==> src/rtl/fetch_unit.sv <==
// fetch_unit: stage-1 instruction fetch. Owns the PC, issues credit-limited
// in-order imem requests and buffers responses in a small instruction FIFO.
package fetch_pkg;
  localparam int PC_MUX_SEL_WIDTH = 2;

  typedef enum logic [PC_MUX_SEL_WIDTH-1:0] {
    PC_MUX_PLUS_4 = 2'd0,
    PC_MUX_BRANCH = 2'd1,
    PC_MUX_J      = 2'd2
  } pc_mux_e;

  typedef struct packed {
    logic [31:0] pc;
    logic [31:0] insn;
  } fetch_ent_t;
endpackage

module fetch_unit
  import fetch_pkg::*;
#(
  parameter logic [31:0] RESET_PC   = 32'h0000_2000,
  parameter int          FIFO_DEPTH = 4,
  parameter int          CNT_W      = 3
) (
  input  logic                        clk,
  input  logic                        rst_n,
  input  logic [PC_MUX_SEL_WIDTH-1:0] pc_mux_sel,
  input  logic [31:0]                 branch_target,
  input  logic [31:0]                 jump_target,
  output logic                        imem_req_valid,
  input  logic                        imem_req_ready,
  output logic [31:0]                 imem_req_addr,
  input  logic                        imem_resp_valid,
  input  logic [31:0]                 imem_resp_data,
  output logic [31:0]                 instruction_1,
  output logic [31:0]                 pc_1
);

  localparam int PTR_W = $clog2(FIFO_DEPTH);
  localparam logic [CNT_W:0] DEPTH_C =
    (CNT_W+1)'(FIFO_DEPTH);
  localparam logic [CNT_W-1:0] CNT_FULL =
    CNT_W'(FIFO_DEPTH);

  logic              started_q;
  logic [31:0]       fetch_pc_q, fetch_pc_d;
  logic [31:0]       resp_pc_q, resp_pc_d;
  logic [CNT_W-1:0]  cnt_q, cnt_d;
  logic [CNT_W-1:0]  out_q, out_d;
  logic [CNT_W-1:0]  drop_q, drop_d;
  logic [PTR_W-1:0]  wr_ptr_q, wr_ptr_d;
  logic [PTR_W-1:0]  rd_ptr_q, rd_ptr_d;
  fetch_ent_t        fifo_q [FIFO_DEPTH];

  logic              redirect;
  logic [31:0]       target;
  logic [CNT_W:0]    credit_used;
  logic              credit_ok;
  logic              accept;
  logic              drop_resp;
  logic              push;
  logic              pop;
  fetch_ent_t        head;

  // Redirect decode and target select.
  always_comb begin
    redirect = (pc_mux_sel != PC_MUX_PLUS_4);
    target   = branch_target;
    unique case (1'b1)
      (pc_mux_sel == PC_MUX_J): target = jump_target;
      default:                  target = branch_target;
    endcase
  end

  // Request issue: every in-flight word must own a FIFO slot.
  always_comb begin
    credit_used    = {1'b0, cnt_q} + {1'b0, out_q};
    credit_ok      = (credit_used < DEPTH_C);
    imem_req_valid = started_q && !redirect && credit_ok;
    imem_req_addr  = fetch_pc_q;
    accept         = imem_req_valid && imem_req_ready;
  end

  // Response routing: stale or redirect-cycle words are discarded.
  always_comb begin
    drop_resp = imem_resp_valid && (redirect || (drop_q != '0));
    push      = imem_resp_valid && !drop_resp;
    pop       = (cnt_q != '0);
  end

  // Head of FIFO goes straight out; empty FIFO shows a bubble.
  always_comb begin
    head          = fifo_q[rd_ptr_q];
    instruction_1 = 32'b0;
    pc_1          = 32'b0;
    if (pop) begin
      instruction_1 = head.insn;
      pc_1          = head.pc;
    end
  end

  // PC bookkeeping: fetch address and tag of the next pushed word.
  always_comb begin
    fetch_pc_d = fetch_pc_q;
    resp_pc_d  = resp_pc_q;
    if (redirect) begin
      fetch_pc_d = target;
      resp_pc_d  = target;
    end else begin
      if (accept) fetch_pc_d = fetch_pc_q + 32'd4;
      if (push)   resp_pc_d  = resp_pc_q + 32'd4;
    end
  end

  // Counters: outstanding, stale-drop and FIFO occupancy.
  always_comb begin
    out_d = out_q + CNT_W'(accept)
                  - CNT_W'(imem_resp_valid);
    drop_d = drop_q;
    if (redirect) begin
      drop_d = out_q - CNT_W'(imem_resp_valid);
    end else if (imem_resp_valid && drop_q != '0) begin
      drop_d = drop_q - CNT_W'(1);
    end
    cnt_d    = cnt_q + CNT_W'(push) - CNT_W'(pop);
    wr_ptr_d = wr_ptr_q + PTR_W'(push);
    rd_ptr_d = rd_ptr_q + PTR_W'(pop);
    if (redirect) begin
      cnt_d    = '0;
      wr_ptr_d = '0;
      rd_ptr_d = '0;
    end
  end

  // Control state registers.
  always_ff @(posedge clk or negedge rst_n) begin
    if (!rst_n) begin
      started_q  <= 1'b0;
      fetch_pc_q <= RESET_PC;
      resp_pc_q  <= RESET_PC;
      cnt_q      <= '0;
      out_q      <= '0;
      drop_q     <= '0;
      wr_ptr_q   <= '0;
      rd_ptr_q   <= '0;
    end else begin
      started_q  <= 1'b1;
      fetch_pc_q <= fetch_pc_d;
      resp_pc_q  <= resp_pc_d;
      cnt_q      <= cnt_d;
      out_q      <= out_d;
      drop_q     <= drop_d;
      wr_ptr_q   <= wr_ptr_d;
      rd_ptr_q   <= rd_ptr_d;
    end
  end

  // FIFO storage; contents are only observed through cnt_q.
  always_ff @(posedge clk) begin
    if (push) begin
      fifo_q[wr_ptr_q] <= '{pc: resp_pc_q,
                            insn: imem_resp_data};
    end
  end

  a_no_overflow: assert property (
    @(posedge clk) disable iff (!rst_n)
    !(push && cnt_q == CNT_FULL));

  a_no_orphan_resp: assert property (
    @(posedge clk) disable iff (!rst_n)
    !(imem_resp_valid && out_q == '0));

  a_addr_aligned: assert property (
    @(posedge clk) disable iff (!rst_n)
    imem_req_addr[1:0] == 2'b00);

endmodule

==> config.mk <==
export PLATFORM = sky130hd
export DESIGN_NAME = fetch_unit
export DESIGN_NICKNAME = d
export VERILOG_FILES = /design/src/rtl/fetch_unit.sv
export SDC_FILE = /design/constraint.sdc
export NUM_CORES = 1
export LEC_CHECK = 0
export BUFFER_PORTS_ARGS = -buffer_cell sky130_fd_sc_hd__buf_2
export CAP_MARGIN = 5
export CELL_PAD_IN_SITES_DETAIL_PLACEMENT = 1
export CELL_PAD_IN_SITES_GLOBAL_PLACEMENT = 1
export CORE_ASPECT_RATIO = 0.5
export CORE_MARGIN = 2
export CORE_UTILIZATION = 30
export DETAILED_ROUTE_END_ITERATION = 16
export HOLD_SLACK_MARGIN = 0.15
export PLACE_DENSITY_LB_ADDON = 0.2
export SETUP_SLACK_MARGIN = 0.4
export SLEW_MARGIN = 20
export SYNTH_ARGS = -nofsm -noshare
export SYNTH_HDL_FRONTEND = slang
export SYNTH_SLANG_ARGS = --single-unit
==> constraint.sdc <==
create_clock -name clk -period 9.9 [get_ports clk]
set_clock_uncertainty 0.2 [all_clocks]
set_input_delay 2.97 -clock clk [delete_from_list [all_inputs] [get_ports clk]]
set_output_delay 2.97 -clock clk [all_outputs]
set_load 0.03 [all_outputs]
Word level (Yosys, flattened, before mapping)
Memories as Yosys holds them, arrays and structs flattened.
Index checks and enable logic that the tools add are counted.
Storage, ports and cells
  RAM bits: 256
  word-level logic and storage cells: 51
  latch bits: 0
  bits of input ports: 102
  bits in registers: 78
  output and inout bits: 97
  memory bits (read-only): 0
  memories kept: 1
Operators by class
  muxes and demuxes: 14
  divide/modulo/power cells: 0
  add/sub/neg operators: 11
  shift-type cells: 0
  reductions and logical operators: 15
  bitwise gates (word level): 0
  order comparisons: 1
  equal/unequal tests: 1
  multipliers: 0
Memory list
  fifo_q: words 4, width 64, rd ports 1, clocked after memory_dff 0, write ports 1, line 53  | fetch_ent_t fifo_q [FIFO_DEPTH];
Operators with widths (count)
  $mux W32: 7
  $add A32 B3 Y32 const B: 2
  $mux W3: 3
  $sub A3 B1 Y3: 3
  $reduce_bool A2 Y1: 4
  $add A3 B1 Y3: 2
  $logic_and A1 B1 Y1: 6
  $reduce_bool A3 Y1: 2
  $add A2 B1 Y2: 2
  $add A3 B3 Y4: 1
  $lt A4 B3 Y1 const B: 1
  $mux W2: 2
  $sub A3 B1 Y3 const B: 1
  $eq A2 B2 Y1 const B: 1
  $logic_not A1 Y1: 2
  $mux W1: 2
  $logic_or A1 B1 Y1: 1

Logic depth before layout (Yosys ltp)
Gate-level depths: netlist of the first run.
  depth in word-level cells: 8
  depth in mapped cells: 13
  depth with buffers taken out: 12

Least setup slack after synthesis of the first run
No wires, ideal clock.
  kind: in2reg
  start: input port pc_mux_sel[0]
  end: memory fifo_q[1][0] (netlist name), enable pin
  slack: 0.704 ns
  cell stages on the path: 4
  library setup time: 0.578 ns
  data arrival time: 8.418 ns
  path buffers: 1
  data required time: 9.122 ns
  path through: clkbuf_1 -> nor2_1 -> nand2_1 -> nor3b_1
Between the ends
  word-level cells in the longest chain between the ends: 7
RTL lines
  start, declared: line 27  | input logic [PC_MUX_SEL_WIDTH-1:0] pc_mux_sel,
  $reduce_bool A2 Y1: line 67  | redirect = (pc_mux_sel != PC_MUX_PLUS_4);
  $logic_or A1 B1 Y1: line 86  | drop_resp = imem_resp_valid && (redirect || (drop_q != '0));
  $logic_and A1 B1 Y1: line 86
  $logic_not A1 Y1: line 87  | push = imem_resp_valid && !drop_resp;
  $logic_and A1 B1 Y1: line 87
  $mux W1: line 160  | if (push) begin
  $mux W1 (not written as such): line 161  | fifo_q[wr_ptr_q] <= '{pc: resp_pc_q,
  end, declared: line 53
No other way between the ends.

Worst setup path after layout of the first run
  start: input port pc_mux_sel[1]
  end: output port imem_req_valid
Between the ends
  word-level cells in the longest chain between the ends: 4
RTL lines
  $reduce_bool A2 Y1: line 67
  $logic_not A1 Y1: line 79  | imem_req_valid = started_q && !redirect && credit_ok;
  $logic_and A1 B1 Y1 (2 in a row): line 79
  end, declared: line 30  | output logic imem_req_valid,
No other way between the ends.

==> insert_results.sql, run 1 <==
INSERT INTO impl_metrics (metric_group, metric, value, unit) VALUES
('clock_network', 'htreeDepth', '2', ''),
('power_and_ir_drop', 'power_per_cell_area', '239', 'nW/um^2'),
('hold_path', 'hold_path.class', 'flop to flop', ''),
('setup_path', 'start_kind', 'input pin', ''),
('sta', 'achievable-frequency', '147', 'MHz'),
('detailed_routing', 'drt_iter0_markers', '554', ''),
('finish', 'num-fill-cells', '4883', ''),
('yosys', 'synthesis.yosys.warnings', '0', ''),
('clock_network', 'clkLatencyLatePin', '0.53', 'ns'),
('detailed_routing', 'wl_per_cell', '21.6', 'microns'),
('global_route', 'vias_in_the_first_global_route', '9817', ''),
('clock_network', 'number_of_instances_resized_during_post_cts_repair', '0', ''),
('floorplan', 'ios', '199', ''),
('floorplan', 'die_width', '313', 'microns'),
('finish', 'postLayoutCellArea', '17100', 'sq um'),
('clock_network', 'cts.path.max_buffers', '3', ''),
('global_route', 'grt_antenna_before_repair', '0', ''),
('yosys', 'postSynth.asyncResetShare', '0.229', ''),
('placement', 'numPortBuffers', '198', ''),
('job', 'maxCapViolCount', '0', ''),
('finish', 'layout-area-overhead-vs-synth', '19.7', '%'),
('detailed_routing', 'drt-vias-per-instance', '4.97', ''),
('status', 'outcome', 'completed', ''),
('global_route', 'grt_max_degree', '67', ''),
('sta', 'hold_violations', '0', ''),
('sta', 'maxSlewViolCount', '0', ''),
('yosys', 'synth_enable_flop_cells', '256', ''),
('clock_network', 'cts_hold_repair.buffers', '0', ''),
('floorplan', 'row_count', '56', ''),
('yosys', 'mappedNetlistNets', '1066', ''),
('setup_path', 'setup.worst_path.class', 'input pin to output port', ''),
('power_and_ir_drop', 'vdd_ir_drop_max', '0.164', 'mV'),
('placement', 'hpwlAfterDp', '25100', 'microns'),
('power_and_ir_drop', 'leakage', '0.00621', 'uW'),
('yosys', 'synth_seq_cells', '332', ''),
('global_route', 'grt_util_all_layers', '0.157', ''),
('detailed_routing', 'drt.antenna.violating_nets', '0', ''),
('setup_path', 'worstSetupEndpointType', 'output port', ''),
('sta', 'worstMarginPinSlew', '1.03', 'ns'),
('clock_network', 'cts_tree', 'done', ''),
('global_route', 'grt.overflow.total', '0', ''),
('global_route', 'global_route_wire_length_before_repair', '59400', 'microns'),
('detailed_routing', 'detailroute.via_count', '9003', ''),
('clock_network', 'cts.sinks', '332', ''),
('clock_network', 'number_of_clock_buffers_inserted_by_tritoncts', '35', ''),
('setup_path', 'critPathArrivalTime', '3.64', 'ns'),
('finish', 'footprint_of_the_multi_input_gates', '4490', 'sq um'),
('clock_network', 'clk_transition_reported_paths', '0.06', 'ns'),
('setup_path', 'worst_r2r_startpoint', 'out_q[2]$_DFF_PN0_', ''),
('detailed_routing', 'drt-total-wl', '39200', 'microns'),
('sta', 'timing.final.crit_share', '0.688', ''),
('setup_path', 'required', '6.73', 'ns'),
('detailed_routing', 'drt_first_pass_iters', '5', ''),
('sta', 'max_slew_margin', '0.311', ''),
('placement', 'gp_routability_congestion', '0.808', ''),
('placement', 'placement.cell_area', '16000', 'sq um'),
('finish', 'post_route_cells_drive_above_1_share', '0.294', ''),
('finish', 'ff_latch_area', '9600', 'sq um'),
('clock_network', 'clock_tree.root_cell', 'sky130_fd_sc_hd__clkbuf_16', ''),
('sta', 'setup_tns', '0', 'ns'),
('floorplan', 'floorplan.initialDensity', '0.305', ''),
('detailed_routing', 'post-route-drc-count', '0', ''),
('yosys', 'synth-seq-area-share', '0.670', ''),
('floorplan', 'dieArea', '49600', 'sq um'),
('hold_path', 'hold_path_startpoint', 'rd_ptr_q[1]$_DFF_PN0_', ''),
('finish', 'layout.nets', '1264', ''),
('floorplan', 'dieHeight', '159', 'microns'),
('yosys', 'netlist_instances', '948', ''),
('yosys', 'synth.cell_area', '14300', 'sq um'),
('clock_network', 'cts.repair_timing.setup_buffer_count', '0', ''),
('setup_path', 'critical_path.max_fanout', '8', ''),
('sta', 'min_period', '6.81', 'ns'),
('floorplan', 'core_area', '47000', 'sq um'),
('sta', 'setup_violations', '0', ''),
('sta', 'rsz0062_at_grt', 'false', ''),
('yosys', 'number_of_library_cell_types_mapped_by_synthesis', '57', ''),
('setup_path', 'crit_path_start', 'pc_mux_sel[1]', ''),
('yosys', 'syn_avg_cell_area', '15.1', 'sq um'),
('yosys', 'synth_top_flop_cell', 'sky130_fd_sc_hd__edfxtp_1', '');
-- worst paths after layout --
check                                              to  slack [ns]  cells past startpoint
worst max-delay path                   imem_req_valid        3.09                      4
worst min-delay path            rd_ptr_q[1]$_DFF_PN0_        0.35                      2
worst max register to register     out_q[2]$_DFF_PN0_        5.77                     11
worst min register to register  rd_ptr_q[1]$_DFF_PN0_        0.35                      2
max in group asynchronous       rd_ptr_q[0]$_DFF_PN0_        6.27                      2
min in group asynchronous          out_q[0]$_DFF_PN0_        2.21                      1
-- worst max-delay path, cell delays in order --
cell,delay [ns]
sky130_fd_sc_hd__buf_2,0.18
sky130_fd_sc_hd__nor2_2,0.14
sky130_fd_sc_hd__and3_1,0.15
sky130_fd_sc_hd__buf_2,0.19
-- layout make-up --
class                   count  area share
flip-flops and latches    332       0.560
multi-input cells         550       0.262
repair buffers            209      0.0628
clock buffers              43      0.0541
well taps                 638      0.0466
clock inverters            21      0.0105
inverters                  18     0.00394
diodes                      1    0.000146
-- metrics by stage --
stage	utilization	power [uW]	setup slack, ns	hold WS (ns)	instances
floorplan	-	2470	0.704	0.290	948
global placement	0.341	2860	3.07	0.327	1747
detailed placement	0.341	2880	3.09	0.331	1747
CTS	0.364	4180	3.08	0.348	1811
global route	0.365	4310	3.06	0.387	1811
finish	0.365	4100	3.09	0.348	1812
-- registers in the layout, summed over array words and instances (netlist names) --
| name | cells |
|---|---|
| fifo_q | 256 |
| imem_req_addr | 31 |
| resp_pc_q | 31 |
| cnt_q | 3 |
| drop_q | 3 |
| out_q | 3 |
| rd_ptr_q | 2 |
| wr_ptr_q | 2 |
| started_q | 1 |
-- logic make-up (layout without fill, tap and decap cells) --
kind of cell	Yosys count	count (layout)	share of synthesized area
buffers and inverters	66	291	0.0191
AOI/OAI and AO/OA	212	212	0.0908
xor gates and xnor gates	16	16	0.00978
other	1	2	0.000262
muxes	66	66	0.102
and+or+nand+nor	239	239	0.0934
adders and majority gates	16	16	0.0150
DFF	332	332	0.670
-- report_power, final --
group / internal [uW] / switching (uW) / leakage [uW]
registers: 1570 / 111 / 0.00328
logic: 388 / 742 / 0.00239
clock network: 727 / 558 / 0.000540
total: 2690 / 1410 / 0.00621
-- layer usage --
metal  part of all wire  track usage
met3              0.029       0.0251
met2               0.50        0.274
met5                  0            0
met4              0.014       0.0351
met1               0.46        0.208
-- cell usage after synthesis, types with 6 or more instances --
cell	instances	area, sq um
sky130_fd_sc_hd__xnor2_1	12	105
sky130_fd_sc_hd__ha_1	14	175
sky130_fd_sc_hd__nor3_1	13	65.1
sky130_fd_sc_hd__a31oi_1	7	43.8
sky130_fd_sc_hd__o41ai_1	6	52.6
sky130_fd_sc_hd__and2_1	68	425
sky130_fd_sc_hd__a21oi_1	74	370
sky130_fd_sc_hd__clkbuf_1	31	116
sky130_fd_sc_hd__and3_1	14	87.6
sky130_fd_sc_hd__dfrtp_1	74	1850
sky130_fd_sc_hd__o21ai_0	50	250
sky130_fd_sc_hd__edfxtp_1	256	7690
sky130_fd_sc_hd__mux4_2	64	1440
sky130_fd_sc_hd__buf_2	9	45.0
sky130_fd_sc_hd__nand4_1	13	81.3
sky130_fd_sc_hd__and4_1	6	52.6
sky130_fd_sc_hd__o31ai_1	15	113
sky130_fd_sc_hd__a22oi_1	24	180
sky130_fd_sc_hd__nor2_1	31	116
sky130_fd_sc_hd__nand2_1	42	158
sky130_fd_sc_hd__nand3_1	22	110
sky130_fd_sc_hd__inv_1	18	67.6
sky130_fd_sc_hd__a2bb2oi_1	10	87.6
-- cells in the final DEF, fill, tap and decap left out, drive strengths merged, types with 31 or more instances in the layout --
cell	Yosys	routed
clkbuf	31	43
dfrtp	74	74
and2	68	68
mux4	64	64
nand2	42	42
o21ai	53	53
buf	17	209
nor2	31	31
edfxtp	256	256
a21oi	74	74
Power figures use the tool's default switching activity.
==> inputs of run 2 (changes only) <==
--- a/config.mk
+++ b/config.mk
@@ -5,6 +5,7 @@
 export SDC_FILE = /design/constraint.sdc
 export NUM_CORES = 1
 export LEC_CHECK = 0
+export ABC_AREA = 1
 export BUFFER_PORTS_ARGS = -buffer_cell sky130_fd_sc_hd__buf_2
 export CAP_MARGIN = 5
 export CELL_PAD_IN_SITES_DETAIL_PLACEMENT = 1
==> constraint.sdc (replaced) <==
create_clock -name clk -period 6.2 [get_ports clk]
set_clock_uncertainty 0.2 [all_clocks]
set_input_delay 1.86 -clock clk [delete_from_list [all_inputs] [get_ports clk]]
set_output_delay 1.86 -clock clk [all_outputs]
set_load 0.03 [all_outputs]
==> run 2 against run 1 <==
Compared with the run above:
- core utilization is 0.51 points lower
- worst hold slack got worse by 0.025 ns
- non-clock buffer count is 5 higher
- critical endpoint is now pc_1[1]
- largest cell class unchanged
- largest power group unchanged
==> insert_results.sql, run 2 <==
INSERT INTO impl_metrics (metric_group, metric, value, unit) VALUES
('clock_network', 'clkLatencyLatePin', '0.52', 'ns'),
('yosys', 'synth.cells.most_frequent', 'sky130_fd_sc_hd__nor2_1, sky130_fd_sc_hd__edfxtp_1, sky130_fd_sc_hd__nand2_1', ''),
('yosys', 'synth_seq_cells', '332', ''),
('sta', 'achievable-frequency', '190', 'MHz'),
('sta', 'worst_slack', '0.930', 'ns'),
('sta', 'setup_violations', '0', ''),
('setup_path', 'required', '4.14', 'ns'),
('detailed_routing', 'detailroute.via_count', '11800', ''),
('placement', 'dpl.cell_count', '2425', ''),
('finish', 'flip_flop_count_of_the_largest_register_after_layout', '256', ''),
('setup_path', 'worstSetupEndpointType', 'output port', ''),
('sta', 'max_slew_margin', '0.416', ''),
('yosys', 'synthesis.yosys.warnings', '0', ''),
('setup_path', 'start_kind', 'flop', ''),
('global_route', 'vias_in_the_first_global_route', '12100', ''),
('clock_network', 'cts.sinks', '332', ''),
('placement', 'numPortBuffers', '198', ''),
('detailed_routing', 'drt_first_pass_iters', '5', ''),
('clock_network', 'cts_tree', 'done', ''),
('yosys', 'syn_avg_cell_area', '9.59', 'sq um'),
('clock_network', 'htreeDepth', '2', ''),
('clock_network', 'number_of_clock_buffers_inserted_by_tritoncts', '35', ''),
('finish', 'final_common_cell', 'sky130_fd_sc_hd__nor2_1', ''),
('global_route', 'grt_antenna_before_repair', '0', ''),
('clock_network', 'cts.repair_timing.setup_buffer_count', '0', ''),
('global_route', 'grt_max_degree', '68', ''),
('yosys', 'synth_enable_flop_cells', '256', ''),
('detailed_routing', 'drt.antenna.violating_nets', '0', ''),
('job', 'maxCapViolCount', '0', ''),
('yosys', 'synth_top_flop_cell', 'sky130_fd_sc_hd__edfxtp_1', ''),
('floorplan', 'row_count', '58', ''),
('finish', 'layout.nets', '1890', ''),
('placement', 'post-place-ws', '1.15', 'ns'),
('clock_network', 'clk_transition_reported_paths', '0.07', 'ns'),
('power_and_ir_drop', 'power_per_cell_area', '368', 'nW/um^2'),
('setup_path', 'worst_r2r_startpoint', 'drop_q[0]$_DFFE_PN0P_', ''),
('setup_path', 'setup.worst_path.class', 'flop to output port', ''),
('hold_path', 'hold_path.class', 'flop to flop', ''),
('sta', 'maxSlewViolCount', '0', ''),
('floorplan', 'dieArea', '52900', 'sq um'),
('sta', 'min_period', '5.27', 'ns'),
('floorplan', 'ios', '199', ''),
('detailed_routing', 'wl_per_cell', '18.4', 'microns'),
('sta', 'hold_violations', '0', ''),
('yosys', 'netlist_instances', '1595', ''),
('yosys', 'number_of_library_cell_types_mapped_by_synthesis', '39', ''),
('placement', 'hpwlAfterDp', '29600', 'microns'),
('setup_path', 'critical_path.max_fanout', '54', ''),
('detailed_routing', 'post-route-drc-count', '0', ''),
('global_route', 'global_route_wire_length_before_repair', '70400', 'microns'),
('sta', 'rsz0062_at_grt', 'false', ''),
('placement', 'gp_routability_congestion', '0.755', ''),
('floorplan', 'core_area', '50300', 'sq um'),
('global_route', 'grt_util_all_layers', '0.173', ''),
('floorplan', 'floorplan.initialDensity', '0.304', ''),
('yosys', 'synth.cell_area', '15300', 'sq um'),
('hold_path', 'hold_path_startpoint', 'imem_req_addr[13]$_DFFE_PN1P_', ''),
('finish', 'final_instance_count_without_filler_cells', '2486', ''),
('finish', 'layout-area-overhead-vs-synth', '18.3', '%'),
('sta', 'timing.final.crit_share', '0.850', ''),
('setup_path', 'critPathArrivalTime', '3.21', 'ns'),
('yosys', 'synth-seq-area-share', '0.627', ''),
('setup_path', 'timing.reg2reg.setup_slack', '2.93', 'ns'),
('power_and_ir_drop', 'leakage', '0.00711', 'uW'),
('floorplan', 'dieHeight', '164', 'microns'),
('setup_path', 'crit_path_start', 'rd_ptr_q[0]$_DFF_PN0_', ''),
('detailed_routing', 'drt-vias-per-instance', '4.75', ''),
('detailed_routing', 'drt-total-wl', '45700', 'microns'),
('finish', 'antennaDiodeCount', '0', ''),
('yosys', 'postSynth.asyncResetShare', '0.229', ''),
('power_and_ir_drop', 'vdd_ir_drop_max', '0.145', 'mV'),
('finish', 'largest_register', 'fifo_q', ''),
('clock_network', 'number_of_instances_resized_during_post_cts_repair', '0', ''),
('clock_network', 'cts.path.max_buffers', '3', ''),
('clock_network', 'clock_tree.root_cell', 'sky130_fd_sc_hd__clkbuf_16', ''),
('yosys', 'synth_area_leaders', 'sky130_fd_sc_hd__edfxtp_1, sky130_fd_sc_hd__dfrtp_1, sky130_fd_sc_hd__nor2_1', ''),
('yosys', 'synthDominantAreaCellType', 'sky130_fd_sc_hd__edfxtp_1', ''),
('floorplan', 'die_width', '323', 'microns'),
('global_route', 'grt.overflow.total', '0', ''),
('yosys', 'yosysMostFrequentCell', 'sky130_fd_sc_hd__nor2_1', ''),
('detailed_routing', 'drt_iter0_markers', '514', ''),
('yosys', 'synthDominantCellAreaShare', '0.503', ''),
('status', 'outcome', 'completed', ''),
('clock_network', 'cts_hold_repair.buffers', '0', ''),
('finish', 'post_route_cells_drive_above_1_share', '0.161', ''),
('sta', 'worstMarginPinSlew', '0.876', 'ns'),
('yosys', 'mappedNetlistNets', '1713', ''),
('finish', 'postLayoutCellArea', '18100', 'sq um'),
('placement', 'placement.cell_area', '17000', 'sq um'),
('finish', 'layout_common_cells', 'sky130_fd_sc_hd__nor2_1, sky130_fd_sc_hd__edfxtp_1, sky130_fd_sc_hd__nand2_1, sky130_fd_sc_hd__buf_2, sky130_fd_sc_hd__o21ai_0', '');
-- run 2: cell types whose count changed in the layout (fill, tap and decap cells not counted), moves of 10 or more --
cell,previous run,this run
sky130_fd_sc_hd__a2bb2oi_1,10,0
sky130_fd_sc_hd__mux4_2,64,0
sky130_fd_sc_hd__and2_1,68,3
sky130_fd_sc_hd__o31ai_1,15,0
sky130_fd_sc_hd__a21oi_1,74,104
sky130_fd_sc_hd__a22oi_1,24,0
sky130_fd_sc_hd__and3_1,13,1
sky130_fd_sc_hd__nor2_1,29,411
sky130_fd_sc_hd__o21ai_0,50,158
sky130_fd_sc_hd__inv_1,18,90
sky130_fd_sc_hd__nand3_1,22,76
sky130_fd_sc_hd__a22o_1,5,23
sky130_fd_sc_hd__nand2_1,42,225
-- run 2: final timing paths --
kind / endpoint / cells after the start
min in group asynchronous: imem_req_addr[9]$_DFFE_PN0P_ / 1
setup / recovery: pc_1[1] / 7
max in group asynchronous: resp_pc_q[21]$_DFFE_PN0P_ / 2
hold reg to reg: imem_req_addr[13]$_DFFE_PN1P_ / 2
setup reg to reg: cnt_q[2]$_DFF_PN0_ / 14
hold / removal: imem_req_addr[13]$_DFFE_PN1P_ / 2
-- run 2: power breakdown --
part / leakage (uW) / internal (uW) / switching [uW]
Combinational: 0.00338 / 523 / 1440
Sequential: 0.00322 / 2540 / 207
Clock: 0.000505 / 1080 / 871
-- run 2: per-stage QoR --
stage          total power (uW)  hold WS [ns]  TNS (ns)   util
5_1_grt                    7060         0.343         0  0.360
3_5_place_dp               4800         0.318         0  0.339
4_1_cts                    6770         0.328         0  0.360
2_1_floorplan              4060         0.294   -326.98      -
3_3_place_gp               4770         0.313         0  0.339
6_report                   6660         0.323         0  0.360
-- run 2: routing by layer --
metal | GRT usage | up-vias | part of all wire | wire length (microns)
met5 | 0 | - | 0 | 0
met4 | 0.0313 | 0 | 0.013 | 578
met3 | 0.0247 | 48 | 0.026 | 1170
met2 | 0.302 | 119 | 0.49 | 22500
met1 | 0.232 | 5868 | 0.47 | 21500
li1 | - | 5777 | - | -
-- run 2: cell families (layout without fill, tap and decap cells) --
family          after synthesis  in the layout  synth area share
xor+xnor                      7              7           0.00401
simple gates                752            752             0.198
buf+inv                     170            371            0.0441
compound gates              317            317             0.112
fa+ha+maj                    16             16            0.0141
other cells                   1              1          0.000245
flops                       332            332             0.627
-- run 2: area by class of cell --
cell class | count | area [sq um]
inverter | 96 | 363
timing repair buffer | 214 | 1160
sequential | 332 | 9600
tap | 690 | 863
multi-input combinational | 1093 | 5050
fill | 5798 | 32200
clock inverter | 21 | 150
clock buffer | 40 | 895
-- run 2: critical path, stage by stage, from the launching register on --
cell and delay, ns:
sky130_fd_sc_hd__dfrtp_4 0.63, sky130_fd_sc_hd__buf_4 0.55, sky130_fd_sc_hd__buf_4 0.59, sky130_fd_sc_hd__nor2_1 0.12
sky130_fd_sc_hd__nor2_1 0.12, sky130_fd_sc_hd__o21ai_0 0.11, sky130_fd_sc_hd__a21oi_1 0.26, sky130_fd_sc_hd__buf_2 0.25
